--- src/rtl/odo_fuel_tracker.sv ---
// Vehicle-state accumulator: odometer, fuel level, refuel FSM and optional trip meter.
// Define TRIP_METER_EN to build the 0.1 km trip counter; otherwise trip reads 0.
module odo_fuel_tracker #(
  parameter int TICK_DIV     = 5_000_000,
  parameter int DIST_UNIT    = 36000,
  parameter int BURN_UNIT    = 60000,
  parameter int IDLE_BURN    = 20,
  parameter int REFUEL_TICKS = 5,
  parameter int ODO_INIT     = 0,
  parameter int FUEL_INIT    = 100,
  parameter int LOW_FUEL     = 15
) (
  input  logic        clk,
  input  logic        rst,
  input  logic        engine_on,
  input  logic [7:0]  speed,
  input  logic        refuel_req,
  input  logic        trip_clr,
  output logic [31:0] odometer,
  output logic [7:0]  fuel,
  output logic        fuel_low,
  output logic        fuel_empty,
  output logic        refuel_active,
  output logic [15:0] trip
);

  localparam int TICK_W = (TICK_DIV > 1) ? $clog2(TICK_DIV) : 1;
  localparam int DIST_W = $clog2(DIST_UNIT + 256);
  localparam int BURN_W = $clog2(BURN_UNIT + IDLE_BURN + 256);
  localparam int RCNT_W = $clog2(REFUEL_TICKS + 1);

  localparam logic [TICK_W-1:0] TICK_LAST   = TICK_W'(TICK_DIV - 1);
  localparam logic [DIST_W-1:0] DIST_U      = DIST_W'(DIST_UNIT);
  localparam logic [BURN_W-1:0] BURN_U      = BURN_W'(BURN_UNIT);
  localparam logic [BURN_W-1:0] BURN_IDLE   = BURN_W'(IDLE_BURN);
  localparam logic [RCNT_W-1:0] REFUEL_LAST = RCNT_W'(REFUEL_TICKS);
  localparam logic [31:0]       ODO_MAX     = 32'd99999;
  localparam logic [31:0]       ODO_RST     = 32'(ODO_INIT);
  localparam logic [7:0]        FUEL_FULL   = 8'd100;
  localparam logic [7:0]        FUEL_RST    = 8'(FUEL_INIT);
  localparam logic [7:0]        FUEL_LOW_TH = 8'(LOW_FUEL);
  localparam logic              LOW_RST     = (FUEL_INIT < LOW_FUEL);
  localparam logic              EMPTY_RST   = (FUEL_INIT == 0);

  typedef enum logic [1:0] {
    S_RUN    = 2'd0,
    S_REFUEL = 2'd1,
    S_HOLD   = 2'd2
  } state_t;

  // ---------------------------------------------------------------------------
  // Sample-tick prescaler
  // ---------------------------------------------------------------------------
  logic [TICK_W-1:0] tick_cnt;
  logic              tick;

  assign tick = (tick_cnt == TICK_LAST);

  // NOTE: state registers use non-blocking assignments so every flop samples
  // pre-edge values regardless of block ordering.
  always_ff @(posedge clk or posedge rst) begin
    if (rst) begin
      tick_cnt <= '0;
    end else if (tick) begin
      tick_cnt <= '0;
    end else begin
      tick_cnt <= tick_cnt + TICK_W'(1);
    end
  end

  // ---------------------------------------------------------------------------
  // Distance integration and odometer
  // ---------------------------------------------------------------------------
  logic [DIST_W-1:0] dist_acc, dist_sum, dist_next;
  logic [31:0]       odo_next;

  assign dist_sum = dist_acc + DIST_W'(speed);

  // NOTE: every always_comb output gets a default first, so no path leaves a
  // signal unassigned and no latch is inferred.
  always_comb begin
    dist_next = dist_acc;
    odo_next  = odometer;
    if (tick) begin
      if (dist_sum >= DIST_U) begin
        dist_next = dist_sum - DIST_U;
        odo_next  = (odometer == ODO_MAX) ? 32'd0 : odometer + 32'd1;
      end else begin
        dist_next = dist_sum;
      end
    end
  end

  // ---------------------------------------------------------------------------
  // Fuel burn
  // ---------------------------------------------------------------------------
  logic [BURN_W-1:0] burn_acc, burn_sum, burn_next;
  logic              burn_dec;

  assign burn_sum = burn_acc + BURN_IDLE + BURN_W'(speed);

  always_comb begin
    burn_next = burn_acc;
    burn_dec  = 1'b0;
    if (fuel == 8'd0) begin
      burn_next = '0;
    end else if (tick && engine_on) begin
      if (burn_sum >= BURN_U) begin
        burn_next = burn_sum - BURN_U;
        burn_dec  = 1'b1;
      end else begin
        burn_next = burn_sum;
      end
    end
  end

  // ---------------------------------------------------------------------------
  // Refuel FSM
  // ---------------------------------------------------------------------------
  state_t            state, state_next;
  logic [RCNT_W-1:0] refuel_cnt, rcnt_next, rcnt_inc;
  logic              fuel_inc;
  logic              refuel_ok;

  assign rcnt_inc  = refuel_cnt + RCNT_W'(1);
  assign refuel_ok = refuel_req && !engine_on && (speed == 8'd0) && (fuel < FUEL_FULL);

  always_comb begin
    state_next = state;
    rcnt_next  = refuel_cnt;
    fuel_inc   = 1'b0;
    unique case (state)
      S_RUN: begin
        if (tick && refuel_ok) begin
          state_next = S_REFUEL;
          rcnt_next  = '0;
        end
      end
      S_REFUEL: begin
        // Abort is checked every clock and wins over a pending increment.
        if (!refuel_req || engine_on) begin
          state_next = S_RUN;
        end else if (tick) begin
          if (rcnt_inc == REFUEL_LAST) begin
            rcnt_next = '0;
            fuel_inc  = 1'b1;
            if (fuel == FUEL_FULL - 8'd1) begin
              state_next = S_HOLD;
            end
          end else begin
            rcnt_next = rcnt_inc;
          end
        end
      end
      S_HOLD: begin
        if (!refuel_req) begin
          state_next = S_RUN;
        end
      end
      default: state_next = S_RUN;
    endcase
  end

  // ---------------------------------------------------------------------------
  // Fuel level and flags (flags follow the next fuel value)
  // ---------------------------------------------------------------------------
  logic [7:0] fuel_next;

  always_comb begin
    fuel_next = fuel;
    if (fuel_inc) begin
      fuel_next = fuel + 8'd1;
    end else if (burn_dec) begin
      fuel_next = fuel - 8'd1;
    end
  end

  always_ff @(posedge clk or posedge rst) begin
    if (rst) begin
      dist_acc      <= '0;
      odometer      <= ODO_RST;
      burn_acc      <= '0;
      fuel          <= FUEL_RST;
      fuel_low      <= LOW_RST;
      fuel_empty    <= EMPTY_RST;
      state         <= S_RUN;
      refuel_cnt    <= '0;
      refuel_active <= 1'b0;
    end else begin
      dist_acc      <= dist_next;
      odometer      <= odo_next;
      burn_acc      <= burn_next;
      fuel          <= fuel_next;
      fuel_low      <= (fuel_next < FUEL_LOW_TH);
      fuel_empty    <= (fuel_next == 8'd0);
      state         <= state_next;
      refuel_cnt    <= rcnt_next;
      refuel_active <= (state_next == S_REFUEL);
    end
  end

  // ---------------------------------------------------------------------------
  // Trip meter (0.1 km resolution)
  // ---------------------------------------------------------------------------
`ifdef TRIP_METER_EN
  localparam int                TRIP_W  = $clog2(DIST_UNIT / 10 + 256);
  localparam logic [TRIP_W-1:0] TRIP_U  = TRIP_W'(DIST_UNIT / 10);
  localparam logic [15:0]       TRIP_MAX = 16'd9999;

  logic [TRIP_W-1:0] trip_acc, trip_sum;

  assign trip_sum = trip_acc + TRIP_W'(speed);

  always_ff @(posedge clk or posedge rst) begin
    if (rst) begin
      trip_acc <= '0;
      trip     <= '0;
    end else if (trip_clr) begin
      trip_acc <= '0;
      trip     <= '0;
    end else if (tick) begin
      if (trip_sum >= TRIP_U) begin
        trip_acc <= trip_sum - TRIP_U;
        trip     <= (trip == TRIP_MAX) ? 16'd0 : trip + 16'd1;
      end else begin
        trip_acc <= trip_sum;
      end
    end
  end
`else
  logic unused_trip_clr;

  assign unused_trip_clr = trip_clr;
  assign trip            = '0;
`endif

endmodule
--- config.mk ---
export PLATFORM = sky130hd
export DESIGN_NAME = odo_fuel_tracker
export DESIGN_NICKNAME = d
export VERILOG_FILES = /design/src/rtl/odo_fuel_tracker.sv
export SDC_FILE = /design/constraint.sdc
export NUM_CORES = 1
export LEC_CHECK = 0
export CELL_PAD_IN_SITES_DETAIL_PLACEMENT = 0
export CELL_PAD_IN_SITES_GLOBAL_PLACEMENT = 2
export CORE_UTILIZATION = 35
export CTS_BUF_LIST = sky130_fd_sc_hd__clkbuf_4 sky130_fd_sc_hd__clkbuf_8
export CTS_CLUSTER_DIAMETER = 120
export DETAILED_ROUTE_END_ITERATION = 16
export MAX_ROUTING_LAYER = met4
export PLACE_DENSITY_LB_ADDON = 0.1
export SETUP_SLACK_MARGIN = 0.02
export SYNTH_ARGS = -nofsm -noshare
export SYNTH_HDL_FRONTEND = slang
export SYNTH_SLANG_ARGS = --single-unit
--- constraint.sdc ---
create_clock -name clk -period 7.17 [get_ports clk]
set_input_delay 1.7925 -clock clk [delete_from_list [all_inputs] [get_ports clk]]
set_output_delay 1.7925 -clock clk [all_outputs]
set_load 0.02 [all_outputs]
* Word-level counts from Yosys, hierarchy flattened
Index checks and enable logic that the tools add are counted.
** Operators by class
- $add $sub $neg :: 10
- Order comparisons :: 4
- Equality and inequality tests :: 10
- Mux-type cells :: 27
- Reductions and logical operators :: 16
** Operators with widths (count)
- 16-bit two-way mux :: 4
- 16-bit by 8-bit adder with 16-bit output :: 2
- 32-bit by 1-bit adder with 32-bit output, second input constant :: 1
- 32-bit by 17-bit == test with 1-bit output, second input constant :: 1
- 16-bit greater-or-equal comparator, second input constant :: 2
- 32-bit two-way mux :: 1
- 16-bit subtractor, second input constant :: 2
- 8-bit zero test :: 3
- 23-bit by 1-bit adder with 23-bit output, second input constant :: 1
- 23-bit == test, second input constant :: 1
- 23-bit two-way mux :: 1
- 16-bit by 5-bit adder with 16-bit output, second input constant :: 1
- 8-bit two-way mux :: 2
- 2-bit two-way mux :: 6
- 3-bit two-way mux :: 4
- 8-bit by 1-bit adder with 8-bit output, second input constant :: 1
- 8-bit by 7-bit == test with 1-bit output, second input constant :: 1
- 8-bit by 4-bit less-than comparator with 1-bit output, second input constant :: 1
- 8-bit by 7-bit less-than comparator with 1-bit output, second input constant :: 1
- 8-bit by 1-bit subtractor with 8-bit output, second input constant :: 1
- 1-bit two-way mux :: 7
- 2-bit inequality test, second input constant :: 3
- 2-bit one-hot mux with 3 select lines :: 1
- 3-bit one-hot mux with 2 select lines :: 1
- 11 further kinds :: 18
** Storage, ports and cells
- Register bits :: 103
- Input port bits :: 13
- Output and inout bits :: 59
- Logic and storage cells :: 77

* Logic depth before layout (Yosys ltp)
Gate-level depths: netlist of the first run.
- Word-level depth :: 9
- Mapped depth :: 14
- Gate-level depth less buffers :: 14

* Worst setup path before layout of the first run
Ideal clock, no wire load.
- Path type :: input to register
- Start :: input speed[1]
- End :: register fuel_empty
- Arrival :: 4.847 ns
- Required time :: 7.074 ns
- Setup slack :: 2.228 ns
- Cell stages on the path :: 12
- Path buffers :: 0
- Cell sequence :: ha_1 -> ha_1 -> fa_1 -> a211oi_1 -> o21ai_0 -> xor2_1 -> a211oi_4 -> o211ai_4 -> nand4_2 -> a21o_1 -> a211o_1 -> nor4_2
** Between the ends
- Longest elaborated chain between the ends :: 8
** RTL lines
- start: declaration :: line 16 : input logic [7:0] speed,
- 16-bit by 8-bit adder with 16-bit output :: line 100 : assign burn_sum = burn_acc + BURN_IDLE + BURN_W'(speed);
- 16-bit greater-or-equal comparator :: line 108 : if (burn_sum >= BURN_U) begin
- 1-bit two-way mux :: line 108
- 1-bit two-way mux :: line 107 : end else if (tick && engine_on) begin
- 1-bit two-way mux :: line 105 : if (fuel == 8'd0) begin
- 8-bit two-way mux :: line 173 : end else if (burn_dec) begin
- 8-bit two-way mux :: line 171 : if (fuel_inc) begin
- 8-bit zero test :: line 195 : fuel_empty <= (fuel_next == 8'd0);
- end signal: assignment :: line 195
- end: declaration :: line 22 : output logic fuel_empty,
No other way between the ends.
A chain may end at the register's enable or synchronous reset.

* Final worst setup path of the first run
- Start :: input speed[1]
- End :: register fuel_low
** Between the ends
- Longest elaborated chain between the ends :: 8
** RTL lines
- 16-bit by 8-bit adder with 16-bit output :: line 100
- 16-bit greater-or-equal comparator :: line 108
- 1-bit two-way mux :: line 108
- 1-bit two-way mux :: line 107
- 1-bit two-way mux :: line 105
- 8-bit two-way mux :: line 173
- 8-bit two-way mux :: line 171
- 8-bit by 4-bit less-than comparator with 1-bit output :: line 194 : fuel_low <= (fuel_next < FUEL_LOW_TH);
- end signal: assignment :: line 194
- end: declaration :: line 21 : output logic fuel_low,
No other way between the ends.

==> impl_metrics.tcl, run 1 <==
set metrics [dict create \
    synth-warning-count 0 \
    syn_area_per_cell_sq_um 8.91 \
    p_leak_nw 3.36 \
    wl_per_cell_microns 16.8 \
    p_switching_w 0.000293 \
    worstSetupPathType "in2reg" \
    rsz0062_at_grt "false" \
    power.internal_w 0.000752 \
    hold_path_class "reg2reg" \
    ir_worst_vdd_mv 0.0721 \
    nNetsFinal 877 \
    netlist_top_cells_count "100 x dfrtp_1, 79 x nand2_1, 47 x xnor2_1" \
    antenna_found_initial 0 \
    max_slew.worst_pin.slew_ns 0.786 \
    drive_gt1_frac 0.0611 \
    slew_headroom 0.476 \
    async_flop_share 1.00 \
    p_clk_frac 0.354 \
    numClockSinks 103 \
    grt_pass1_vias 5932 \
    cap_violations 0 \
    drc 0 \
    grt_pass1_wl_mm 30.6 \
    hold_viol 0 \
    fill_cells 2055 \
    wl_met3_microns 609 \
    drt_iter0_drc 270 \
    drt-pass1-iter-count 5 \
    cts_root_buf "clkbuf_8" \
    finalWorstPathRequiredPeriod_ns 5.66 \
    required_ns 7.45 \
    via_per_inst 5.50 \
    synth-seq-area-share 0.365 \
    start_util 0.359 \
    rows 51 \
    p_seq_frac 0.556 \
    flow.area_growth_from_synthesis_pct 13.0 \
    n_antenna_cell 0 \
    synth.distinct_cells 82 \
    synthTopCellsByArea "dfrtp_1 35%, xnor2_1 5.8%, ha_1 5.7%" \
    die_area_sq_mm 0.0208 \
    powerDensity_mw_per_mm2 131 \
    setup_tns_ns 0 \
    dp_hpwl_mm 13.0 \
    die_h_microns 144 \
    cts_buffers 9 \
    synth_edf_count 0 \
    pwr-share-comb 0.090 \
    syn_inst 793 \
    route.top_layer_used "met4" \
    switching_share 0.280 \
    clk_latency_ns 0.39 \
    synth_area_leader_cell "dfrtp_1" \
    synth_ff_type "dfrtp_1" \
    cts_max_level 3 \
    start_kind "input port" \
    status "complete, no violations" \
    wl_met1_mm 8.75 \
    critPathMaxFanout 10 \
    cts_tree "built" \
    cts_resized 0 \
    fmaxAchievable_mhz 177 \
    ant_nets 0 \
    power_w 0.00105 \
    gp_congestion 0.846 \
    synth.most_common_cell "dfrtp_1" \
    vias 6054 \
    gr-usage-all-layers 0.192 \
    setup_viol 0 \
    wirelength_mm 18.4 \
    yosysTopAreaCellShare 0.354 \
    post-route-period-util 0.789 \
    cts.clk_slew.worst_paths_ns 0.11 \
    cp_data_arrival_time_ns 5.94 \
    ioPinCount 72 \
    ys_ff_latch 103 \
    clockBufferDepth 2 \
    die_w_microns 144 \
    wl_met2_mm 8.96 \
    skew_ns 0.0168 \
    report.final.slew_viol_count 0 \
    post_cts_buffers 0 \
    core-area_sq_mm 0.0197 \
    portBuffers 54 \
    crit_path_end_kind "register" \
    ctsHoldBuffers 0 \
    mappedNetlistArea_sq_mm 0.00707 \
    grt.overflow.total 0 \
    grt_max_degree 54 \
]
-- power by group through the flow --
| stage | clock network, W | registers (W) | logic [W] |
|---|---|---|---|
| 3_3_place_gp | 0 | 0.000592 | 0.0000939 |
| 4_1_cts | 0.000394 | 0.000581 | 0.0000955 |
| 5_1_grt | 0.000411 | 0.000581 | 0.000106 |
| 3_5_place_dp | 0 | 0.000592 | 0.0000950 |
| 6_report | 0.000370 | 0.000581 | 0.0000941 |
| 2_1_floorplan | 0 | 0.000592 | 0.0000741 |
-- final timing paths --
path | startpoint | endpoint | slack, ns | depth (start not counted)
hold reg to reg | dist_acc[4] | dist_acc[4] | 0.49 | 2
hold / removal | dist_acc[4] | dist_acc[4] | 0.49 | 2
min in group asynchronous | rst | tick_cnt[12] | 1.83 | 2
setup / recovery | speed[1] | fuel_low | 1.51 | 13
setup reg to reg | burn_acc[1] | fuel_low | 3.12 | 12
max in group asynchronous | rst | odometer[19] | 4.14 | 3
-- metrics by stage --
| step | cells | utilization | cell area, sq um | setup WS [ns] | hold WS (ns) |
|---|---|---|---|---|---|
| after detailed placement | 1084 | 0.397 | 7800 | 1.06 | 0.467 |
| after CTS | 1100 | 0.406 | 7980 | 1.48 | 0.489 |
| after global placement | 1084 | 0.397 | 7800 | 1.11 | 0.458 |
| after floorplan | 808 | - | 7120 | 2.23 | 0.443 |
| after global routing | 1100 | 0.406 | 7980 | 1.24 | 0.507 |
| final | 1100 | 0.406 | 7980 | 1.51 | 0.491 |
-- metal layers --
layer | global-route usage | vias to the layer above
met5 | - | -
met4 | 0.0358 | 0
met3 | 0.0331 | 9
met2 | 0.321 | 91
met1 | 0.244 | 2993
li1 | - | 2961
-- critical path, cell delays in order --
cell,delay [ns]
clkdlybuf4s50_1,0.60
ha_1,0.28
ha_1,0.24
fa_1,0.44
a211oi_1,0.36
o21ai_0,0.15
xor2_1,0.43
a211oi_4,0.10
o211ai_4,0.36
nand3_1,0.34
o21ai_0,0.36
o211ai_1,0.20
a311oi_1,0.29
-- cell families (layout without fill, tap and decap cells) --
logic type | after synthesis | count (layout) | synth area share
simple gates | 315 | 315 | 0.239
compound gates | 185 | 185 | 0.185
flops | 103 | 103 | 0.365
buf+inv | 79 | 106 | 0.0524
xor+xnor | 72 | 72 | 0.0893
fa+ha+maj | 34 | 34 | 0.0623
mux | 4 | 4 | 0.00602
other cells | 1 | 16 | 0.000531
-- sequential cells by signal, indices dropped and copies added (netlist names) --
| name | flops |
|---|---|
| fuel_empty | 1 |
| odometer | 32 |
| dist_acc | 16 |
| state | 2 |
| refuel_cnt | 3 |
| tick_cnt | 23 |
| refuel_active | 1 |
| fuel_low | 1 |
| burn_acc | 16 |
| fuel | 8 |
-- area by class of cell --
cell class                      count  area [sq um]  share of cell area
Clock buffer                       10           138              0.0172
Clock inverter                      6          48.8             0.00611
Inverter                           28           108              0.0135
Multi-Input combinational cell    626          4180               0.523
Sequential cell                   103          2580               0.323
Tap cell                          265           332              0.0415
Timing Repair Buffer               62           601              0.0752
-- cell usage in the layout (no fill, tap or decap), types with 4 or more instances in the layout --
cell type,n
dfrtp_1,100
nand2_1,79
clkdlybuf4s50_1,54
xnor2_1,47
nand3_1,42
o21ai_0,40
nor2_1,39
a21oi_1,32
ha_1,32
inv_1,27
nand4_1,27
xor2_1,25
and3_1,21
nor4_1,18
nor3_1,16
conb_1,16
o31ai_1,12
a211oi_1,11
and2_1,11
a21o_1,10
clkbuf_8,10
o211ai_1,9
or3_1,9
buf_4,8
nor2b_1,7
nand2b_1,7
a211o_1,7
a31oi_1,7
o21a_1,6
or4_1,6
and4_1,5
o211a_1,5
nand3b_1,4
inv_6,4
No activity file was read; power rests on OpenSTA's default activity.
==> inputs of run 2 (changes only) <==
--- a/config.mk
+++ b/config.mk
@@ -7,7 +7,7 @@
 export LEC_CHECK = 0
 export CELL_PAD_IN_SITES_DETAIL_PLACEMENT = 0
 export CELL_PAD_IN_SITES_GLOBAL_PLACEMENT = 2
-export CORE_UTILIZATION = 35
+export CORE_UTILIZATION = 33
 export CTS_BUF_LIST = sky130_fd_sc_hd__clkbuf_4 sky130_fd_sc_hd__clkbuf_8
 export CTS_CLUSTER_DIAMETER = 120
 export DETAILED_ROUTE_END_ITERATION = 16
==> constraint.sdc (replaced) <==
create_clock -name clk -period 5 [get_ports clk]
set_input_delay 1.25 -clock clk [delete_from_list [all_inputs] [get_ports clk]]
set_output_delay 1.25 -clock clk [all_outputs]
set_load 0.02 [all_outputs]
==> run 2 against run 1 <==
Against the previous run: critical path type unchanged; critical endpoint unchanged; first-iteration DRC count is 16% higher; via count is 2.7% higher; register-to-register slack got worse by 1.8 ns; die area increased by 6.0%; flip-flop and latch count unchanged; largest power group unchanged; combinational power rose by 71%; sequential share of layout area down 1.9 points; highest routed layer unchanged.
==> impl_metrics.tcl, run 2 (synthesis results as in run 1) <==
set metrics [dict create \
    status "complete, no violations" \
    hold_path_class "reg2reg" \
    portBuffers 54 \
    drt-pass1-iter-count 4 \
    power_w 0.00151 \
    drt_iter0_drc 312 \
    grt_pass1_wl_mm 31.9 \
    antenna_found_initial 0 \
    fin_cells 1172 \
    post-route-period-util 0.927 \
    wl_per_cell_microns 16.2 \
    max_slew.worst_pin.slew_ns 1.06 \
    place_inst 1156 \
    via_per_inst 5.30 \
    cpPeakStageDelay_ns 0.47 \
    slew_headroom 0.296 \
    die_w_microns 148 \
    ioPinCount 72 \
    cp_data_arrival_time_ns 4.91 \
    ctsHoldBuffers 0 \
    post-route-util 0.404 \
    cap_violations 0 \
    path_common_cell "ha_1" \
    top_regs "odometer x32, tick_cnt x23" \
    flow.area_growth_from_synthesis_pct 20.2 \
    grt_pass1_vias 6277 \
    final_common_cell "dfrtp_1" \
    rows 53 \
    grt_max_degree 80 \
    clk_latency_ns 0.38 \
    critPathMaxFanout 8 \
    worstReg2RegStart "burn_acc[1]" \
    start_util 0.336 \
    post_cts_buffers 0 \
    skew_ns 0.0193 \
    clockBufferDepth 2 \
    cts_tree "built" \
    worstRegToRegCells 13 \
    final_cell_mix "100 x dfrtp_1, 79 x nand2_1, 68 x buf_4, 54 x clkdlybuf4s50_1, 47 x xnor2_1" \
    cts_root_buf "clkbuf_8" \
    cpMaxStageDelayCell "clkdlybuf4s50_1" \
    rsz0062_at_grt "false" \
    whs_ns 0.497 \
    largest-register "odometer" \
    vias 6217 \
    drc 0 \
    n_antenna_cell 0 \
    die_area_sq_mm 0.0220 \
    numClockSinks 103 \
    setup_viol 0 \
    finalWorstPathRequiredPeriod_ns 4.63 \
    required_ns 5.28 \
    wirelength_mm 19.0 \
    gp_congestion 0.821 \
    largest_reg_flops 32 \
    drive_gt1_frac 0.128 \
    cts_max_level 3 \
    hold_viol 0 \
    crit_end "fuel_low" \
    r2r-end "fuel_low" \
    worstSetupPathType "in2reg" \
    ant_nets 0 \
    grt.overflow.total 0 \
    worstPathCellList "clkdlybuf4s50_1 -> ha_1 -> ha_1 -> fa_1 -> a211oi_1 -> buf_4 -> o211a_1 -> o31a_1 -> a2bb2o_1 -> o211ai_4 -> a41oi_1 -> o21ai_1 -> nand4_1 -> a311oi_1" \
    fmaxAchievable_mhz 216 \
    ir_worst_vdd_mv 0.113 \
    report.final.slew_viol_count 0 \
    cts.clk_slew.worst_paths_ns 0.11 \
    regToRegSetupSlack_ns 1.37 \
    crit_path_end_kind "register" \
    powerDensity_mw_per_mm2 177 \
    nNetsFinal 939 \
    die_h_microns 148 \
    core-area_sq_mm 0.0210 \
    cts_buffers 9 \
    p_leak_nw 3.66 \
    gr-usage-all-layers 0.186 \
    start_kind "input port" \
    dp_hpwl_mm 14.0 \
    startpoint "speed[1]" \
]
[run 2: cell types whose count changed in the layout (fill, tap and decap cells not counted), moves of 2 or more]
cell	change
inv_6	-2
o21ai_1	+2
buf_12	+2
buf_4	+60
clkinvlp_4	+2
o21ai_0	-2
[run 2: metal layers]
layer | global-route usage | wire [microns] | vias to the layer above
met4 | 0.0351 | 109 | 0
met3 | 0.0334 | 533 | 8
met1 | 0.236 | 9150 | 3021
met2 | 0.310 | 9210 | 97
li1 | - | - | 3091
met5 | - | 0 | -
[run 2: layout make-up]
| type | count | area [sq um] |
|---|---|---|
| repair buffers | 124 | 1090 |
| clock buffers | 10 | 131 |
| multi-input cells | 626 | 4200 |
| inverters | 28 | 108 |
| fillers | 2101 | 12500 |
| flip-flops and latches | 103 | 2580 |
| clock inverters | 6 | 42.5 |
| well taps | 275 | 344 |
[run 2: where the power goes]
part	internal (W)	switching, W
registers	0.000833	0
logic	0.0000639	0.0000976
clock network	0.000189	0.000324
[run 2: worst min path at each step]
| stage | slack (ns) | depth (start not counted) | from | to |
|---|---|---|---|---|
| after floorplan | 0.44 | 2 | dist_acc[4] | dist_acc[4] |
| after global placement | 0.47 | 2 | dist_acc[4] | dist_acc[4] |
| after detailed placement | 0.47 | 2 | dist_acc[4] | dist_acc[4] |
| after CTS | 0.50 | 1 | odometer[31] | odometer[31] |
| after global routing | 0.51 | 1 | odometer[31] | odometer[31] |
| final | 0.50 | 1 | odometer[31] | odometer[31] |
[run 2: per-stage QoR]
step | setup TNS, ns | setup slack (ns) | cell area [sq um]
after floorplan | 0 | 0.600 | 7120
after global placement | -0.137 | -0.0725 | 8300
after detailed placement | -0.379 | -0.151 | 8300
after CTS | 0 | 0.259 | 8470
after global routing | 0 | 0.0408 | 8490
final | 0 | 0.367 | 8490
[run 2: timing repair]
item                                   4_1_cts  5_1_grt
setup endpoints to repair                    0        3
endpoints found under the hold margin        0        0
resized for setup                            0        5
[run 2: worst max-delay path: cells and delay by family]
| kind | cells | cell delay [ns] |
|---|---|---|
| buffers and inverters | 2 | 0.63 |
| AO/OA/AOI/OAI | 8 | 1.88 |
| adder cells (fa/ha/maj) | 3 | 0.94 |
| AND/OR/NAND/NOR | 1 | 0.19 |
